===== config.mk =====
export PLATFORM = sky130hd
export DESIGN_NAME = imm_gen_pipe_flat
export DESIGN_NICKNAME = d
export VERILOG_FILES = /design/src/rtl/imm_gen_pipe_pkg.sv /design/src/rtl/imm_gen_pipe_if.sv /design/src/rtl/imm_gen_pipe_xlen.sv /design/src/rtl/imm_gen_pipe.sv /design/src/flat_wrapper.sv
export SDC_FILE = /design/constraint.sdc
export NUM_CORES = 1
export LEC_CHECK = 0
export ABC_AREA = 1
export BUFFER_PORTS_ARGS = -buffer_cell sky130_fd_sc_hd__buf_2
export CORE_ASPECT_RATIO = 0.9
export CORE_MARGIN = 2
export CORE_UTILIZATION = 49
export CTS_CLUSTER_SIZE = 30
export DETAILED_ROUTE_END_ITERATION = 6
export HOLD_SLACK_MARGIN = 0.06
export PLACE_DENSITY = 0.76
export SYNTH_ARGS = -nofsm -noshare
export SYNTH_HDL_FRONTEND = slang
export SYNTH_SLANG_ARGS = --single-unit

===== constraint.sdc =====
create_clock -name clk -period 2.9 [get_ports clk]
set_clock_uncertainty 0.05 [all_clocks]
set_input_delay 0.29 -clock clk [delete_from_list [all_inputs] [get_ports clk]]
set_output_delay 0.29 -clock clk [all_outputs]
set_load 0.03 [all_outputs]

===== src/rtl/imm_gen_pipe_pkg.sv =====
// Shared types for the hart-tagged immediate generator: selector encoding,
// the S1 beat record and pipeline constants.
package imm_gen_pipe_pkg;

  typedef enum logic [2:0] {
    IMM_I  = 3'd0,
    IMM_S  = 3'd1,
    IMM_B  = 3'd2,
    IMM_U  = 3'd3,
    IMM_J  = 3'd4,
    IMM_Z  = 3'd5,
    IMM_SH = 3'd6
  } imm_sel_e;

  localparam int IMM_LAT       = 2;
  localparam int IMM_NUM_HARTS = 8;
  localparam int IMM_HART_W    = $clog2(IMM_NUM_HARTS);

  typedef struct packed {
    logic [31:0]           instr;
    imm_sel_e              sel;
    logic [IMM_HART_W-1:0] hart;
  } imm_beat_t;

  function automatic logic sel_legal(imm_sel_e sel);
    return sel inside {IMM_I, IMM_S, IMM_B, IMM_U, IMM_J, IMM_Z, IMM_SH};
  endfunction

endpackage


===== src/rtl/imm_gen_pipe_if.sv =====
// Input and output valid/ready channels of the immediate generator.
// master = beat producer / result consumer, slave = the generator.
interface imm_gen_pipe_if #(
  parameter int XLEN      = 32,
  parameter int NUM_HARTS = 8
);
  localparam int HART_W = $clog2(NUM_HARTS);

  logic                           in_valid;
  logic                           in_ready;
  logic [31:0]                    in_instr;
  imm_gen_pipe_pkg::imm_sel_e     in_sel;
  logic [HART_W-1:0]              in_hart;

  logic                           out_valid;
  logic                           out_ready;
  logic [XLEN-1:0]                out_imm;
  logic [HART_W-1:0]              out_hart;
  logic                           out_err;

  modport master (
    output in_valid, in_instr, in_sel, in_hart, out_ready,
    input  in_ready, out_valid, out_imm, out_hart, out_err
  );

  modport slave (
    input  in_valid, in_instr, in_sel, in_hart, out_ready,
    output in_ready, out_valid, out_imm, out_hart, out_err
  );

endinterface


===== src/rtl/imm_gen_pipe_xlen.sv =====
// Combinational RISC-V immediate decode for one instruction word.
// Unknown selectors decode as I-format and raise err.
module imm_gen_xlen
  import imm_gen_pipe_pkg::*;
#(
  parameter int XLEN = 32
) (
  input  logic [31:0]     instr,
  input  imm_sel_e        sel,
  output logic [XLEN-1:0] imm,
  output logic            err
);

  // The opcode field never contributes to an immediate.
  logic unused_opcode;
  assign unused_opcode = ^instr[6:0];

  always_comb begin
    // NOTE: every output gets a value before the case so no path leaves it unassigned (no latch).
    imm       = {XLEN{instr[31]}};
    imm[11:0] = instr[31:20];
    err       = 1'b0;
    case (sel)
      IMM_I: begin
      end
      IMM_S: imm[11:0] = {instr[31:25], instr[11:7]};
      IMM_B: imm[12:0] = {instr[31], instr[7], instr[30:25], instr[11:8], 1'b0};
      IMM_J: imm[20:0] = {instr[31], instr[19:12], instr[20], instr[30:21], 1'b0};
      IMM_U: imm[31:0] = {instr[31:12], 12'b0};
      IMM_Z: begin
        imm      = '0;
        imm[4:0] = instr[19:15];
      end
      IMM_SH: begin
        imm = '0;
        if (XLEN == 64) imm[5:0] = instr[25:20];
        else            imm[4:0] = instr[24:20];
      end
      default: err = 1'b1;
    endcase
  end

endmodule


===== src/rtl/imm_gen_pipe.sv =====
// Two-stage elastic pipeline around imm_gen_xlen with per-hart flush and a
// saturating count of illegal-selector beats.
module imm_gen_pipe
  import imm_gen_pipe_pkg::*;
#(
  parameter int XLEN      = 32,
  parameter int NUM_HARTS = IMM_NUM_HARTS,
  parameter int ERR_CNT_W = 16
) (
  input  logic                 clk,
  input  logic                 rst_n,
  imm_gen_pipe_if.slave        bus,
  input  logic [NUM_HARTS-1:0] flush_mask,
  output logic [ERR_CNT_W-1:0] err_count
);

  localparam int HART_W = $clog2(NUM_HARTS);

  logic              s1_valid;
  imm_beat_t         s1_beat;
  logic [HART_W-1:0] s1_hart;
  logic              s2_valid;
  logic [XLEN-1:0]   s2_imm;
  logic [HART_W-1:0] s2_hart;
  logic              s2_err;

  logic              s1_adv;
  logic              s2_adv;
  logic              s1_flush;
  logic              s2_flush;
  logic              in_flush;
  logic [XLEN-1:0]   dec_imm;
  logic              dec_err;

  imm_gen_xlen #(.XLEN(XLEN)) u_dec (
    .instr (s1_beat.instr),
    .sel   (s1_beat.sel),
    .imm   (dec_imm),
    .err   (dec_err)
  );

  assign s1_hart  = HART_W'(s1_beat.hart);
  assign s1_flush = s1_valid & flush_mask[s1_hart];
  assign s2_flush = s2_valid & flush_mask[s2_hart];
  assign in_flush = flush_mask[bus.in_hart];

  // NOTE: in_ready is combinational from out_ready so a full pipe still streams at one beat per cycle.
  assign s2_adv       = !s2_valid || bus.out_ready;
  assign s1_adv       = !s1_valid || s2_adv;
  assign bus.in_ready = s1_adv;

  // A beat being flushed this cycle is hidden so the consumer never takes it.
  assign bus.out_valid = s2_valid & ~s2_flush;
  assign bus.out_imm   = s2_imm;
  assign bus.out_hart  = s2_hart;
  assign bus.out_err   = s2_err;

  always_ff @(posedge clk) begin
    if (!rst_n) begin
      s1_valid  <= 1'b0;
      s2_valid  <= 1'b0;
      s2_imm    <= '0;
      s2_hart   <= '0;
      s2_err    <= 1'b0;
      err_count <= '0;
    end else begin
      if (s2_adv) begin
        s2_valid <= s1_valid & ~s1_flush;
        if (s1_valid) begin
          s2_imm  <= dec_imm;
          s2_hart <= s1_hart;
          s2_err  <= dec_err;
        end
      end else if (s2_flush) begin
        s2_valid <= 1'b0;
      end

      if (s1_adv) begin
        s1_valid <= bus.in_valid & ~in_flush;
      end else if (s1_flush) begin
        s1_valid <= 1'b0;
      end

      // Flushed beats are still accepted, so they still count.
      if (bus.in_valid && s1_adv && !sel_legal(bus.in_sel) && err_count != '1)
        err_count <= err_count + 1'b1;
    end
  end

  // NOTE: the S1 payload is qualified by s1_valid, so it needs no reset.
  always_ff @(posedge clk) begin
    if (s1_adv && bus.in_valid) begin
      s1_beat.instr <= bus.in_instr;
      s1_beat.sel   <= bus.in_sel;
      s1_beat.hart  <= IMM_HART_W'(bus.in_hart);
    end
  end

endmodule

===== src/flat_wrapper.sv =====
// flat-port wrapper written by rule: the top's interface ports become plain ports
module imm_gen_pipe_flat import imm_gen_pipe_pkg::*;
#(
  parameter int XLEN      = 32,
  parameter int NUM_HARTS = IMM_NUM_HARTS,
  parameter int ERR_CNT_W = 16
)
  (clk, rst_n, flush_mask, err_count, bus_in_valid, bus_in_instr, bus_in_sel, bus_in_hart, bus_out_ready, bus_in_ready, bus_out_valid, bus_out_imm, bus_out_hart, bus_out_err);
  imm_gen_pipe_if #(.XLEN(XLEN), .NUM_HARTS(NUM_HARTS)) bus_i ();
  input  logic clk;
  input  logic rst_n;
  input  logic [NUM_HARTS-1:0] flush_mask;
  output logic [ERR_CNT_W-1:0] err_count;
  input wire logic [$bits(bus_i.in_valid)-1:0] bus_in_valid;
  input wire logic [$bits(bus_i.in_instr)-1:0] bus_in_instr;
  input wire logic [$bits(bus_i.in_sel)-1:0] bus_in_sel;
  input wire logic [$bits(bus_i.in_hart)-1:0] bus_in_hart;
  input wire logic [$bits(bus_i.out_ready)-1:0] bus_out_ready;
  output wire logic [$bits(bus_i.in_ready)-1:0] bus_in_ready;
  output wire logic [$bits(bus_i.out_valid)-1:0] bus_out_valid;
  output wire logic [$bits(bus_i.out_imm)-1:0] bus_out_imm;
  output wire logic [$bits(bus_i.out_hart)-1:0] bus_out_hart;
  output wire logic [$bits(bus_i.out_err)-1:0] bus_out_err;
  assign bus_i.in_valid = bus_in_valid;
  assign bus_i.in_instr = bus_in_instr;
  assign bus_i.in_sel = bus_in_sel;
  assign bus_i.in_hart = bus_in_hart;
  assign bus_i.out_ready = bus_out_ready;
  assign bus_in_ready = bus_i.in_ready;
  assign bus_out_valid = bus_i.out_valid;
  assign bus_out_imm = bus_i.out_imm;
  assign bus_out_hart = bus_i.out_hart;
  assign bus_out_err = bus_i.out_err;
  imm_gen_pipe #(.XLEN(XLEN), .NUM_HARTS(NUM_HARTS), .ERR_CNT_W(ERR_CNT_W)) u_core (.clk(clk), .rst_n(rst_n), .bus(bus_i), .flush_mask(flush_mask), .err_count(err_count));
endmodule

==> summary.md, run 1 <==
| Metric | Value |
|---|---|
| Layout fillers | 648 |
| Crit path max-delay cell type | dfxtp_1 |
| Outcome | finished clean |
| Synth area leader | dfxtp_1 |
| Total GRT Usage | 0.233 |
| Prevailing post-synth register cell | dfxtp_1 |
| Startpoint Class | flop |
| Setup violations, final | 0 |
| CTS tree | done |
| Count leader, synth | nand2_1 |
| H-tree depth | 3 |
| Clock-pin slew on the worst setup and hold paths | 0.09 ns |
| CTS root buf | clkbuf_8 |
| Critical path type | reg2reg |
| Post-synth top cells | 118 x nand2_1, 54 x dfxtp_1, 49 x a21oi_1, 38 x nand3_1, 34 x inv_1 |
| Final hold vios | 0 |
| Synth async-reset ratio | 0 |
| Max-cap violations | 0 |
| GP Congestion | 0.881 |
| Row cnt | 30 |
| Syn Std Cell Area | 0.00377 sq mm |
| Chip width | 96.4 microns |
| Post-route ant nets | 0 |
| Wire per inst | 13.7 microns |
| Clock buffer depth | 2 |
| Final core occ | 0.624 |
| Max Freq | 0.561 GHz |
| Sequential power share | 0.565 |
| Fin. max-slew vios | 0 |
| Synth area leaders | dfxtp_1 29%, edfxtp_1 25%, nand2_1 12%, a21oi_1 6.5%, nand3_1 5.0% |
| Largest net degree at the start of global routing | 33 |
| DRT Wirelength | 9170 microns |
| Dpl cell area | 0.00433 sq mm |
| CP Capture Type | flop |
| Hold EP | u_core.s1_beat[15] |
| Net Count, Synth | 502 |
| Crit path time final | 1.78 ns |
| DR vias/cell | 5.26 |
| Combinational power share | 0.122 |
| Initial antenna violation count | 0 |
| Hold depth | 1 |
| P_int | 1.70 mW |
| DRC | 0 |
| Antenna fix cells | 0 |
| Vias in the first global route | 3424 |
| Cells on worst reg2reg path | 9 |
| P_leak | 1.99 nW |
| Slew Limit Headroom | 0.618 |
| Fin cells | 668 |
| Crit path launch | u_core.err_count[0] |
| Sequential cell area fraction in the yosys report | 0.534 |
| Initial DRC count | 198 |
| Fin nets | 618 |
| P_sw | 644 uW |
| Via count | 3513 |
| Core area | 0.00751 sq mm |
| RSZ-0062 raised after global routing | no |
| Area share of the largest cell type after synthesis | 0.287 |
| Reg2reg end | u_core.err_count[5] |
| Warnings, synthesis | 0 |
| Min-Delay Path Class | in2reg |
| CP Buf/Inv Count | 2 |
| Sw Ratio | 0.275 |
| Clk Latency, worst-skew pair | 0.35 ns |
| Most Crowded Layer GR | met2 |
| CP max stage delay | 0.44 ns |
| VDD IR max | 0.428 mV |
| Post-synth EDFFs | 31 |
| Syn Area/Cell | 8.35 sq um |
| Syn Inst Count | 451 |
| Total gr overflow | 0 |
| Crit share post-route | 0.614 |
| CP arrival | 2.01 ns |
| Critical path data required time | 3.13 ns |
| Reg-to-Reg Start | u_core.err_count[0] |
| DR pass1 iterations | 7 |
| Top delay family on crit path | simple AND/OR/NAND/NOR gates |
| Post-DP HPWL | 6350 microns |
| Final total power | 2.35 mW |
| Share of cells above drive strength 1 | 0.243 |
| Met1 Usage GRT | 0.310 |
| Die height | 87.2 microns |
| Power Density | 500 mW/mm^2 |
| GR Util met2 | 0.376 |
| R2R Setup Slk | 1.12 ns |
| Synthesized flop and latch total | 85 |
| Fin area | 0.00469 sq mm |
| Initial Utilization | 0.502 |
| CP Cell Sequence | ha_1, nand3_2, inv_2, nand2_2, inv_2, nand2_4, nand2_4, nand2_1, a21oi_1 |
| # resized after CTS | 0 |
| Grt met3 use | 0.0606 |
| Ports | 104 |
| Syn-to-layout area delta | 24.5% |
| Clock power frac | 0.314 |
| Sink Count | 85 |
| I/O Buffers | 96 |
| Worst Tran Pin Value | 0.573 ns |
| CTS Buf Count | 9 |
| Distinct cells, synth | 31 |
| Die Area | 0.00840 sq mm |
| Inst Count DP | 633 |
| TNS Setup | 0 ns |
| HP Start | bus_in_instr[9] |
| First-pass GRT wire length | 15200 microns |
| Max Fanout on Critical Path | 15 |
[through the flow]
stage          hold WS [ns]  worst slack (ns)
2_1_floorplan         0.339             0.817
3_3_place_gp          0.410              1.23
3_5_place_dp          0.406              1.14
4_1_cts              0.0619              1.11
5_1_grt              0.0618             0.945
6_report             0.0740              1.12
[flip-flops by register name, indices dropped and copies added, names as in the netlist]
name	count
u_core.s1_beat	28
u_core.s2_valid	1
u_core.bus.out_imm	32
u_core.s1_hart	3
u_core.s1_valid	1
u_core.err_count	16
u_core.bus.out_hart	3
u_core.bus.out_err	1
[cells in the final DEF, fill, tap and decap left out, drive strengths merged]
cell type and n:
a21oi 52, a22oi 4, a31oi 9, a41oi 1, buf 100, clkbuf 10, clkinv 6, clkinvlp 1
dfxtp 54, dlygate4sd3 19, edfxtp 31, ha 1, inv 38, nand2 123, nand3 43, nand3b 3
nand4 6, nor2 28, nor3 2, o211ai 4, o21ai 31, o22ai 2, xnor2 2, xor2 2
[worst max-delay path by stage]
stage	slack, ns	end	cells past startpoint
after floorplan	0.82	u_core.err_count[15]	9
after global placement	1.23	u_core.err_count[10]	9
after detailed placement	1.14	u_core.err_count[5]	9
after CTS	1.11	u_core.err_count[5]	9
after global routing	0.94	u_core.err_count[10]	9
final	1.12	u_core.err_count[5]	9
[area by class of cell]
class	instances	area (sq um)	share of cell area
sequential	85	2010	0.429
multi-input combinational	313	1540	0.329
timing repair buffer	119	701	0.149
inverter	39	146	0.0312
clock buffer	10	128	0.0272
tap	96	120	0.0256
clock inverter	6	40.0	0.00854
[metal layers]
metal / wire (microns) / vias up
li1: - / 1761
met1: 4130 / 1622
met2: 4330 / 121
met3: 609 / 9
met4: 103 / 0
met5: 0 / -
[cell families after synthesis]
logic type,share of synthesized area
compound gates,0.152
xor+xnor,0.00930
fa+ha+maj,0.00332
buf+inv,0.0578
flops,0.534
simple gates,0.244
[power by group through the flow]
stage / Sequential (mW) / Combinational [mW] / Clock (mW)
final: 1.32 / 0.286 / 0.735
after global routing: 1.33 / 0.316 / 0.801
after CTS: 1.32 / 0.285 / 0.743
after detailed placement: 1.35 / 0.265 / 0
after global placement: 1.35 / 0.260 / 0
after floorplan: 1.40 / 0.120 / 0
[what timing repair did]
action | 4_1_cts | 5_1_grt
buffers inserted | 0 | 0
hold endpoints to repair | 19 | 0
hold buffers | 19 | 0
(Power assumes the default switching activity.)
==> run 2, diff against run 1 <==
==> constraint.sdc (replaced) <==
create_clock -name clk -period 1.68 [get_ports clk]
set_clock_uncertainty 0.05 [all_clocks]
set_input_delay 0.168 -clock clk [delete_from_list [all_inputs] [get_ports clk]]
set_output_delay 0.168 -clock clk [all_outputs]
set_load 0.03 [all_outputs]
==> summary.md, run 2 (synthesized netlist as in run 1, its figures left out) <==
| Metric | Value |
|---|---|
| Outcome | finished clean (unchanged) |
| Crit path max-delay cell type | dfxtp_2 (was dfxtp_1) |
| Slew Limit Headroom | 0.708 (was 0.618) |
| Via count | 3618 (was 3513) |
| Total GRT Usage | 0.234 (was 0.233) |
| Vias in the first global route | 3316 (was 3424) |
| Max Fanout on Critical Path | 8 (was 15) |
| Min-Delay Path Class | in2reg (unchanged) |
| CTS tree | done (unchanged) |
| Initial antenna violation count | 0 (unchanged) |
| Final hold vios | 0 (unchanged) |
| DR vias/cell | 5.23 (was 5.26) |
| Sink Count | 85 (unchanged) |
| Initial Utilization | 0.502 (unchanged) |
| Crit path time final | 1.62 ns |
| Hold EP | u_core.s2_valid (was u_core.s1_beat[15]) |
| Wire per inst | 14.1 microns (was 13.7 microns) |
| Core area | 0.00751 sq mm (unchanged) |
| Share of cells above drive strength 1 | 0.273 (was 0.243) |
| Fin. max-slew vios | 0 (unchanged) |
| DRC | 0 (unchanged) |
| Antenna fix cells | 0 (unchanged) |
| Most used cell, CP | nand3_1 |
| Startpoint Class | flop (unchanged) |
| Die height | 87.2 microns (unchanged) |
| Inst Count DP | 644 (was 633) |
| Total gr overflow | 0 (unchanged) |
| Final core occ | 0.665 (was 0.624) |
| Critical path type | reg2out (was reg2reg) |
| Critical path data required time | 1.46 ns (was 3.13 ns) |
| Initial DRC count | 159 (was 198) |
| CTS root buf | clkbuf_8 (unchanged) |
| DR pass1 iterations | 5 (was 7) |
| Syn-to-layout area delta | 32.6% (was 24.5%) |
| P_leak | 2.12 nW (was 1.99 nW) |
| RSZ-0062 raised after global routing | yes (was no) |
| CTS Buf Count | 9 (unchanged) |
| Postcts setup bufs | 0 (unchanged) |
| Worst Tran Pin Value | 0.438 ns (was 0.573 ns) |
| DRT Wirelength | 9760 microns (was 9170 microns) |
| Setup violations, final | 0 (unchanged) |
| Crit share post-route | 0.962 |
| Cells on worst reg2reg path | 6 (was 9) |
| Reg2reg end | u_core.bus.out_imm[2] (was u_core.err_count[5]) |
| Clk Latency, worst-skew pair | 0.35 ns (about the same) |
| Most common cell after layout, fill and taps aside | nand2_1 (unchanged) |
| Most frequent cells in the layout | 116 x nand2_1, 95 x buf_2, 50 x dfxtp_1, 48 x a21oi_1, 38 x nand3_1 (was 118 x nand2_1, 96 x buf_2, 54 x dfxtp_1, 49 x a21oi_1, 38 x nand3_1) |
| VDD IR max | 0.590 mV (was 0.428 mV) |
| Chip width | 96.4 microns (unchanged) |
| CP arrival | 1.40 ns (was 2.01 ns) |
| Max-cap violations | 0 (unchanged) |
| R2R Setup Slk | 0.11 ns (was 1.12 ns) |
| CP Buf/Inv Count | 2 (unchanged) |
| Ports | 104 (unchanged) |
| Max Freq | 0.619 GHz |
| Clock-pin slew on the worst setup and hold paths | 0.09 ns (about the same) |
| Largest net degree at the start of global routing | 36 (was 33) |
| Power Density | 846 mW/mm^2 (was 500 mW/mm^2) |
| I/O Buffers | 96 (unchanged) |
| Row cnt | 30 (unchanged) |
| Hold depth | 4 (was 1) |
| Top delay family on crit path | flip-flops (was simple AND/OR/NAND/NOR gates) |
| Reg-to-Reg Start | u_core.s1_beat[4] (was u_core.err_count[0]) |
| First-pass GRT wire length | 15200 microns (about the same) |
| Die Area | 0.00840 sq mm (unchanged) |
| Fin nets | 642 (was 618) |
| H-tree depth | 3 (unchanged) |
| CP Cell Sequence | inv_1, nand2_1, nand3_1, nand3_1, a21oi_2, buf_6 (was ha_1, nand3_2, inv_2, nand2_2, inv_2, nand2_4, nand2_4, nand2_1, a21oi_1) |
| CP max stage delay | 0.37 ns (was 0.44 ns) |
| Post-route ant nets | 0 (unchanged) |
| Number of flip-flops in the largest register | 32 (unchanged) |
| Post-DP HPWL | 6570 microns (was 6350 microns) |
| Clock buffer depth | 2 (unchanged) |
| CP Capture Type | output port (was flop) |
| HP Start | bus_out_ready (was bus_in_instr[9]) |
| Fin cells | 692 (was 668) |
| GP Congestion | 0.822 (was 0.881) |
-- run 2: cell count changes in the layout (fill, tap and decap cells not counted), sizes merged, moves of 2 or more --
| cell | before | now |
|---|---|---|
| clkinv | 6 | 2 |
| buf | 100 | 111 |
| inv | 38 | 40 |
| clkinvlp | 1 | 4 |
| dlygate4sd3 | 19 | 31 |
-- run 2: area by class of cell --
cell class | instances | area (sq um)
clock inverter | 7 | 63.8
sequential | 85 | 2020
timing repair buffer | 142 | 913
fill | 638 | 2510
inverter | 39 | 154
clock buffer | 9 | 124
tap | 96 | 120
multi-input combinational | 314 | 1600
-- run 2: metrics by stage --
step / total power [mW] / area (sq um) / worst slack, ns / setup TNS, ns / hold WS [ns]
after floorplan: 2.62 / 3800 / -0.0458 / -0.324 / 0.217
after global placement: 2.79 / 4450 / 0.124 / 0 / 0.295
after detailed placement: 2.81 / 4450 / 0.0100 / 0 / 0.296
after CTS: 4.23 / 4950 / 0.00185 / 0 / 0.0966
after global routing: 4.40 / 4990 / -0.0177 / -0.0177 / 0.117
final: 4.23 / 4990 / 0.0645 / 0 / 0.106
-- run 2: metal layers --
layer,vias to the layer above,routed length (microns),track usage
li1,1815,-,-
met1,1672,4430,0.305
met2,117,4570,0.396
met3,14,609,0.0355
met4,0,152,0.0819
met5,-,0,0
-- run 2: how the worst max path moves through the flow --
stage / cells after the start / to / from / slack (ns)
2_1_floorplan: 9 / u_core.err_count[0] / u_core.s2_valid / -0.05
4_1_cts: 6 / bus_out_valid / u_core.bus.out_hart[0] / 0.002
3_3_place_gp: 5 / u_core.bus.out_imm[20] / u_core.s1_beat[5] / 0.12
3_5_place_dp: 6 / u_core.bus.out_imm[21] / u_core.s1_beat[4] / 0.01
6_report: 6 / bus_out_valid / u_core.bus.out_hart[0] / 0.06
5_1_grt: 6 / bus_out_valid / u_core.bus.out_hart[0] / -0.02
-- run 2: worst register-to-register path, stage by stage (launching register included) --
cell and delay (ns):
edfxtp_1 0.45, inv_1 0.11, nand3_2 0.16, nand3_2 0.16
o21ai_1 0.35, nand2_1 0.10, a21oi_1 0.14
-- run 2: what timing repair did --
item                       in CTS  in global routing
gates resized for setup         2                  8
gates cloned                    0                  1
setup endpoints to repair       2                 12
hold endpoints to repair       31                  0
hold buffers                   31                  0
-- run 2: report_power, final --
group | internal [mW] | total, mW | leakage (nW) | switching (mW)
Sequential | 2.23 | 2.29 | 0.744 | 0.0590
Clock | 0.571 | 1.39 | 0.0903 | 0.821
Combinational | 0.206 | 0.548 | 1.28 | 0.342
==> run 3, diff against run 2 <==
--- a/config.mk
+++ b/config.mk
@@ -9,7 +9,7 @@
 export BUFFER_PORTS_ARGS = -buffer_cell sky130_fd_sc_hd__buf_2
 export CORE_ASPECT_RATIO = 0.9
 export CORE_MARGIN = 2
-export CORE_UTILIZATION = 49
+export CORE_UTILIZATION = 47
 export CTS_CLUSTER_SIZE = 30
 export DETAILED_ROUTE_END_ITERATION = 6
 export HOLD_SLACK_MARGIN = 0.06
==> constraint.sdc (replaced) <==
create_clock -name clk -period 1.4 [get_ports clk]
set_clock_uncertainty 0.05 [all_clocks]
set_input_delay 0.14 -clock clk [delete_from_list [all_inputs] [get_ports clk]]
set_output_delay 0.14 -clock clk [all_outputs]
set_load 0.03 [all_outputs]
==> summary.md, run 3 (synthesized netlist as in run 1, its figures left out) <==
| Metric | Value |
|---|---|
| Post-route ant nets | 0 (unchanged) |
| Vias in the first global route | 3699 (was 3316) |
| Die height | 88.9 microns (was 87.2 microns) |
| Largest net degree at the start of global routing | 26 (was 36) |
| Final core occ | 0.774 (was 0.665) |
| Sw Ratio | 0.279 (was 0.289) |
| Initial Utilization | 0.492 (was 0.502) |
| Post-Place Worst Slack | -0.0815 ns (was 0.0100 ns) |
| Slew Limit Headroom | 0.675 (was 0.708) |
| Critical path type | reg2reg (was reg2out) |
| Sequential power share | 0.517 (was 0.541) |
| Crit path max-delay cell type | edfxtp_1 (was dfxtp_2) |
| Chip width | 98.4 microns (was 96.4 microns) |
| CTS Buf Count | 9 (unchanged) |
| RSZ-0062 raised after global routing | yes (unchanged) |
| CP arrival | 1.84 ns (was 1.40 ns) |
| Critical path data required time | 1.60 ns (was 1.46 ns) |
| Combinational power share | 0.167 (was 0.130) |
| Worst Tran Pin Value | 0.487 ns (was 0.438 ns) |
| Number of flip-flops in the largest register | 32 (unchanged) |
| Fin cells | 736 (was 692) |
| Clock power frac | 0.316 (was 0.329) |
| P_int | 3.82 mW (was 3.01 mW) |
| Max-cap violations | 0 (unchanged) |
| Final worst slack | -0.249 ns (was 0.0645 ns) |
| Violated checks | setup timing |
| Fin nets | 687 (was 642) |
| GP Congestion | 0.876 (was 0.822) |
| P_leak | 2.44 nW (was 2.12 nW) |
| Clock-pin slew on the worst setup and hold paths | 0.08 ns (was 0.09 ns) |
| Reg area | 0.00206 sq mm (was 0.00202 sq mm) |
| Fin. max-slew vios | 0 (unchanged) |
| Initial antenna violation count | 0 (unchanged) |
| Outcome | finished with violations (was finished clean) |
| Syn-to-layout area delta | 57.4% (was 32.6%) |
| DR pass1 iterations | 5 (unchanged) |
| Ports | 104 (unchanged) |
| CP max stage delay | 0.54 ns (was 0.37 ns) |
| H-tree depth | 3 (unchanged) |
| Power Density | 894 mW/mm^2 (was 846 mW/mm^2) |
| I/O Buffers | 96 (unchanged) |
| DR vias/cell | 5.69 (was 5.23) |
| First-pass GRT wire length | 17000 microns (was 15200 microns) |
| Multi-input gate area | 0.00204 sq mm (was 0.00160 sq mm) |
| Antenna fix cells | 0 (unchanged) |
| Startpoint Class | flop (unchanged) |
| Die Area | 0.00875 sq mm (was 0.00840 sq mm) |
| Clk Latency, worst-skew pair | 0.36 ns (was 0.35 ns) |
| DRT Wirelength | 13000 microns (was 9760 microns) |
| Max Fanout on Critical Path | 6 (was 8) |
| Initial DRC count | 300 (was 159) |
| CP Cell Sequence | inv_2, nand3_1, nand2_2, buf_4, a21oi_1, a21oi_2 (was inv_1, nand2_1, nand3_1, nand3_1, a21oi_2, buf_6) |
| Hold WS | 0.198 ns (was 0.106 ns) |
| Layout fillers | 482 (was 638) |
| Core area | 0.00766 sq mm (was 0.00751 sq mm) |
| Inst Count DP | 659 (was 644) |
| Final hold vios | 0 (unchanged) |
| Sink Count | 85 (unchanged) |
| Clock buffer depth | 2 (unchanged) |
| CP Capture Type | flop (was output port) |
| Post-DP HPWL | 6870 microns (was 6570 microns) |
| Final total power | 5.30 mW (was 4.23 mW) |
| Via count | 4189 (was 3618) |
| P_sw | 1.48 mW (was 1.22 mW) |
| Max Freq | 0.607 GHz |
| Most common cell after layout, fill and taps aside | nand2_1 (unchanged) |
| Wire per inst | 17.6 microns (was 14.1 microns) |
| Total GRT Usage | 0.247 (was 0.234) |
| CTS tree | done (unchanged) |
| Total gr overflow | 0 (unchanged) |
| DRC | 0 (unchanged) |
| Min-Delay Path Class | in2reg (unchanged) |
| VDD IR max | 0.722 mV (was 0.590 mV) |
| Share of cells above drive strength 1 | 0.453 (was 0.273) |
| Most frequent cells in the layout | 96 x nand2_1, 95 x buf_2, 39 x buf_4, 35 x dfxtp_1, 33 x dlygate4sd3_1 (was 116 x nand2_1, 95 x buf_2, 50 x dfxtp_1, 48 x a21oi_1, 38 x nand3_1) |
| Crit path time final | 1.65 ns |
| CTS root buf | clkbuf_8 (unchanged) |
| Setup violations, final | 56 (was 0) |
| Crit share post-route | 1.18 |
| Row cnt | 30 (unchanged) |
==> run 3: cell count changes in the layout (fill, tap and decap cells not counted), sizes merged <==
cell,change
nor2,+1
clkinvlp,-1
inv,-3
buf,+40
bufinv,+1
dlygate4sd3,+2
clkinv,+1
nand2,+1
clkbuf,+2
==> run 3: what timing repair did <==
item	in CTS	in global routing
resized for setup	40	102
buffers inserted	10	15
endpoints found under the hold margin	35	0
hold buffers	33	0
pin swaps	10	44
gates cloned	2	2
setup endpoints to repair	26	52
==> run 3: worst paths after layout <==
| kind | start | end | slack [ns] | depth (start not counted) |
|---|---|---|---|---|
| setup / recovery | u_core.s1_beat[5] | u_core.bus.out_imm[2] | -0.25 | 6 |
| setup reg to reg | u_core.s1_beat[5] | u_core.bus.out_imm[2] | -0.25 | 6 |
| hold / removal | flush_mask[0] | u_core.s2_valid | 0.20 | 6 |
| hold reg to reg | u_core.bus.out_imm[7] | u_core.bus.out_imm[7] | 0.42 | 2 |
==> run 3: final cells by class <==
type                       instances  area share
sequential                        85       0.348
multi-input combinational        316       0.344
timing repair buffer             185       0.229
inverter                          39      0.0279
clock buffer                      10      0.0215
tap                               96      0.0203
clock inverter                     5     0.00886
==> run 3: routing by layer <==
metal,part of all wire,vias up,global-route usage
li1,-,1923,-
met1,0.39,1948,0.304
met2,0.50,277,0.440
met3,0.090,41,0.0453
met4,0.027,0,0.0946
met5,0,-,0
==> run 3: power by group through the flow <==
stage	Sequential (mW)	Combinational [mW]	Clock [mW]
2_1_floorplan	2.89	0.253	0
3_5_place_dp	2.80	0.591	0
6_report	2.74	0.884	1.67
4_1_cts	2.74	0.740	1.66
3_3_place_gp	2.79	0.578	0
5_1_grt	2.75	0.936	1.79
==> run 3: worst max-delay path, delay by kind of cell, from the launching register on <==
| family | cells | cell delay, ns |
|---|---|---|
| AND/OR/NAND/NOR | 2 | 0.35 |
| buffers and inverters | 2 | 0.30 |
| flip-flops | 1 | 0.54 |
| AO/OA/AOI/OAI | 2 | 0.31 |
==> run 3: metrics by stage <==
step           setup TNS, ns  area, sq um
2_1_floorplan          -8.53         3840
3_3_place_gp               0         4610
3_5_place_dp          -0.904         4610
4_1_cts               -0.358         5370
5_1_grt                -8.47         5930
6_report               -4.10         5930
